`src/rtl/mem_port_arbiter.sv`:
```
`default_nettype none
// ============================================================================
// Module   : mem_port_arbiter
// Shares one variable-latency memory port between instruction fetch and data
// load/store, with a request/done handshake and a timeout watchdog.
// Optional : define MEM_PORT_STATS_EN to add fetch/data/wait statistic counters.
// Revision : 1.0
// ============================================================================
module mem_port_arbiter #(
    parameter int ADDR_WIDTH = 16,
    parameter int DATA_WIDTH = 16,
    parameter int TIMEOUT    = 255
) (
    input  logic                  clk,
    input  logic                  reset,
    input  logic                  if_req,
    input  logic [ADDR_WIDTH-1:0] if_addr,
    input  logic                  d_req,
    input  logic                  d_we,
    input  logic [ADDR_WIDTH-1:0] d_addr,
    input  logic [DATA_WIDTH-1:0] d_wdata,
    output logic                  if_done,
    output logic                  d_done,
    output logic [DATA_WIDTH-1:0] rdata,
    output logic                  stall,
    output logic                  mem_en,
    output logic                  mem_we,
    output logic [ADDR_WIDTH-1:0] mem_addr,
    output logic [DATA_WIDTH-1:0] mem_wdata,
    input  logic [DATA_WIDTH-1:0] mem_rdata,
    input  logic                  mem_ready,
    output logic                  timeout_err
`ifdef MEM_PORT_STATS_EN
    ,
    output logic [15:0]           stat_fetches,
    output logic [15:0]           stat_data,
    output logic [15:0]           stat_wait
`endif
);

    typedef enum logic [1:0] {
        IDLE   = 2'd0,
        ACCESS = 2'd1,
        DONE   = 2'd2
    } state_t;

    localparam logic [7:0] C_COUNT_LAST = 8'(TIMEOUT - 1);

    state_t     r_state;
    logic [7:0] r_count;
    logic       r_grantData;

    assign stall = (if_req & ~if_done) | (d_req & ~d_done);

    always_ff @(posedge clk or posedge reset) begin
        if (reset) begin
            r_state     <= IDLE;
            r_count     <= 8'd0;
            r_grantData <= 1'b0;
            if_done     <= 1'b0;
            d_done      <= 1'b0;
            rdata       <= '0;
            mem_en      <= 1'b0;
            mem_we      <= 1'b0;
            mem_addr    <= '0;
            mem_wdata   <= '0;
            timeout_err <= 1'b0;
`ifdef MEM_PORT_STATS_EN
            stat_fetches <= 16'd0;
            stat_data    <= 16'd0;
            stat_wait    <= 16'd0;
`endif
        end else begin
            if_done <= 1'b0;
            d_done  <= 1'b0;
            case (r_state)
                IDLE: begin
                    // Data wins contention; a pending fetch is picked up in a later IDLE
                    if (d_req) begin
                        r_grantData <= 1'b1;
                        mem_en      <= 1'b1;
                        mem_we      <= d_we;
                        mem_addr    <= d_addr;
                        mem_wdata   <= d_we ? d_wdata : '0;
                        r_count     <= 8'd0;
                        r_state     <= ACCESS;
                    end else if (if_req) begin
                        r_grantData <= 1'b0;
                        mem_en      <= 1'b1;
                        mem_we      <= 1'b0;
                        mem_addr    <= if_addr;
                        mem_wdata   <= '0;
                        r_count     <= 8'd0;
                        r_state     <= ACCESS;
                    end
                end
                ACCESS: begin
`ifdef MEM_PORT_STATS_EN
                    if (!mem_ready) begin
                        stat_wait <= stat_wait + 16'd1;
                    end
`endif
                    // A ready in the final watchdog cycle still counts as a real completion
                    if (mem_ready || (r_count == C_COUNT_LAST)) begin
                        if (!mem_we) begin
                            rdata <= mem_ready ? mem_rdata : '1;
                        end
                        if (!mem_ready) begin
                            timeout_err <= 1'b1;
                        end
                        mem_en  <= 1'b0;
                        mem_we  <= 1'b0;
                        if_done <= ~r_grantData;
                        d_done  <= r_grantData;
`ifdef MEM_PORT_STATS_EN
                        if (r_grantData) begin
                            stat_data <= stat_data + 16'd1;
                        end else begin
                            stat_fetches <= stat_fetches + 16'd1;
                        end
`endif
                        r_state <= DONE;
                    end else begin
                        r_count <= r_count + 8'd1;
                    end
                end
                DONE: begin
                    r_state <= IDLE;
                end
                default: begin
                    r_state <= IDLE;
                end
            endcase
        end
    end

endmodule
`default_nettype wire

```
`config.mk`:
```
export PLATFORM = sky130hd
export DESIGN_NAME = mem_port_arbiter
export DESIGN_NICKNAME = d
export VERILOG_FILES = /design/src/rtl/mem_port_arbiter.sv
export SDC_FILE = /design/constraint.sdc
export NUM_CORES = 1
export LEC_CHECK = 0
export ABC_AREA = 1
export CORE_MARGIN = 1
export CORE_UTILIZATION = 43
export DETAILED_ROUTE_END_ITERATION = 6
export GPL_TIMING_DRIVEN = 0
export PLACE_DENSITY = 0.81
export SLEW_MARGIN = 20
export SYNTH_ARGS = -nofsm -noshare
export SYNTH_HDL_FRONTEND = slang
export SYNTH_SLANG_ARGS = --single-unit
```
`constraint.sdc`:
```
create_clock -name clk -period 2.15 [get_ports clk]
set_input_delay 0.3225 -clock clk [delete_from_list [all_inputs] [get_ports clk]]
set_output_delay 0.3225 -clock clk [all_outputs]
set_load 0.03 [all_outputs]
```
==> results.ini <==
[drt]
antenna_left=0
wire_per_inst_um=13.4
wl_mm=7.61
vias_per_cell=4.92
drtIter0Drc=120
vias=2796
dr.pass1.iters=4
drcViolationCount=0

[cts]
cts_buffer_depth=2
clockRootBuffer=clkbuf_8
clock-sinks=64
cts_tree=yes
cts_resized=1
clkLatencyLatePin_ns=0.35
clk_pin_slew_worst_paths_ns=0.07
post_cts_buffers=0
htree_num_levels=3
numCtsBuffers=9
ctsHoldBuffers=0

[floorplan]
dieArea_sq_mm=0.00725
ios=124
rows=29
start_util_pct=45.8
die_h_um=85.2
coreArea_sq_mm=0.00649
die_w_um=85.2

[layout]
nNetsFinal=558
regArea_sq_mm=0.00160
syn_to_final_growth_pct=53.0
final_cell_mix=nand2_1 (132), clkdlybuf4s50_1 (121), dfrtp_1 (64), nor2_1 (28), o21ai_0 (20)
layout_commonest_cell=nand2_1
antennaDiodeCount=0
fill_cells=530
multi_input_area_sq_mm=0.00121
drive_gt1_share_pct=10.6

[critical_path]
worstPathRequired_ns=1.83
worstRegToRegCells=10
r2r_slack_ns=0.57
worstSetupStartpointType=input port
cp-end-kind=output pin
timing.rr.end=rdata[7]
timing.rr.start=r_count[0]
worst-setup-path-type=input port to output pin
crit_fanout=10
crit_start=d_req
endpoint=stall
arrival_ns=1.65

[global_route]
grt_start_max_net_pins=45
overflow=0
grt_pass1_vias=2753
antenna_found_initial=0
grt.total_usage_pct=22.9
grt_pass1_wl_mm=12.8

[sta]
slew_violations=0
hold_violations=0
min_period_over_period_pct=91.7
rsz0062_at_grt=no
skew_ns=0.00878
finalSetupViolCount=0
fmax_ghz=0.507
setup_tns_ns=0
maxSlewHeadroom_pct=71.0
whs_ns=0.268
max_slew.worst_pin.slew_ns=0.435
layout_min_cycle_time_ns=1.97

[logic_synthesis]
yosysSeqAreaShare_pct=53.9
netlist_area_sq_mm=0.00297
synth_seq_cells=64
post_synth_inst_count=352
syn_nets=424
ys_warn_count=0
synthDistinctLibCells=30
avgSynthCellArea_sq_um=8.45

[pwr]
pwr-share-clk_pct=20.2
netSwitchingPower_uw=2570
ir_worst_vdd_mv=0.739
seqPwrFrac_pct=31.3
p_per_area_mw_per_mm2=1370
leakagePower_uw=0.00204
p_int_uw=3640
pwr-share-comb_pct=48.6
netSwitchingFraction_pct=41.3

[placement]
io_buffers=122
place.gp.congestion=0.799
dp.final_hpwl_mm=5.57

[worst_hold_path]
min_path_type=input port to async pin

[run_status]
status=finished, final reports clean

[run]
cap_viol_max_count=0

## through the flow
step / worst slack, ns / power [uW] / cells / utilization (%) / cell area, sq um
after floorplan: 0.229 / 3700 / 352 / - / 2970
after global placement: -0.860 / 4930 / 551 / 66.1 / 4290
after detailed placement: -0.0639 / 5000 / 552 / 66.4 / 4310
after CTS: 0.206 / 6260 / 568 / 70.0 / 4550
after global routing: 0.0525 / 6580 / 568 / 70.0 / 4550
final: 0.178 / 6210 / 568 / 70.0 / 4550
## cells in the mapped netlist
library cell  count  area, sq um
buf_6             2         22.5
or2_2            16          100
clkinv_1          3         11.3
nand2_8           1         20.0
nand3b_1          1         7.51
nand2_2           1         6.26
o21ai_0          20          100
a21oi_2           1         8.76
a31o_2            1         8.76
buf_4             2         15.0
clkbuf_1          7         26.3
ha_1              2         25.0
xor2_1            1         8.76
nand3_4           1         17.5
inv_1            14         52.6
a31oi_1          16          100
inv_2             1         3.75
nand2_1         132          495
nor2_2            1         6.26
o21ai_1           1         5.00
buf_2             6         30.0
nand2_4           1         11.3
o21ai_4           1         16.3
nor2_4            1         11.3
nor3_1            2         10.0
o22ai_1           1         6.26
nand3_1           8         40.0
nor2_1           28          105
nand4_1          16          100
dfrtp_1          64         1600
## per-layer routing
| metal | vias to the layer above | track usage, % | share of wire, % |
|---|---|---|---|
| li1 | 1409 | - | - |
| met1 | 1300 | 27.8 | 42 |
| met2 | 81 | 38.8 | 50 |
| met3 | 6 | 7.78 | 7.4 |
| met4 | 0 | 6.47 | 0.92 |
| met5 | - | 0 | 0 |
## registers in the layout, summed over array words and instances, names as in the netlist
register,cells
d_done,1
if_done,1
mem_addr,16
mem_en,1
mem_wdata,16
mem_we,1
r_count,8
r_grantData,1
r_state,2
rdata,16
timeout_err,1
## area by class of cell
type                       instances  share of cell area (%)
sequential                        64                    35.2
timing repair buffer             123                    27.3
multi-input combinational        253                    26.6
clock buffer                      11                    2.89
clock inverter                     5                    2.31
tap                               77                    2.12
buffer                            17                    2.06
inverter                          18                    1.54
## power by group through the flow
stage	registers (uW)	logic (uW)	clock network, uW
3_5_place_dp	1960	3030	0
5_1_grt	2000	3250	1330
4_1_cts	1940	3050	1270
6_report	1940	3020	1250
2_1_floorplan	2780	916	0
3_3_place_gp	1950	2990	0
## worst max-delay path, stage by stage
cell and delay (ns):
buf_6 0.13, clkinv_1 0.27, clkbuf_1 0.31, o22ai_1 0.18
dlygate4sd2_1 0.44
## kinds of logic after synthesis
logic type	after synthesis	share of synthesized area (%)
DFF	64	53.9
and+or+nand+nor	209	31.3
AOI/OAI and AO/OA	41	8.25
xor gates and xnor gates	1	0.295
buffers and inverters	35	5.43
adders and majority gates	2	0.842
## worst min path at each step
stage | start | to | slack (ns) | cells past startpoint
finish | reset | rdata[8] | 0.27 | 2
CTS | d_req | mem_addr[9] | 0.26 | 3
detailed placement | rdata[15] | rdata[15] | 0.46 | 2
global route | d_req | mem_addr[10] | 0.27 | 3
floorplan | r_grantData | if_done | 0.42 | 1
global placement | r_grantData | if_done | 0.45 | 1
Note: power is estimated with default switching activity, not from simulation.
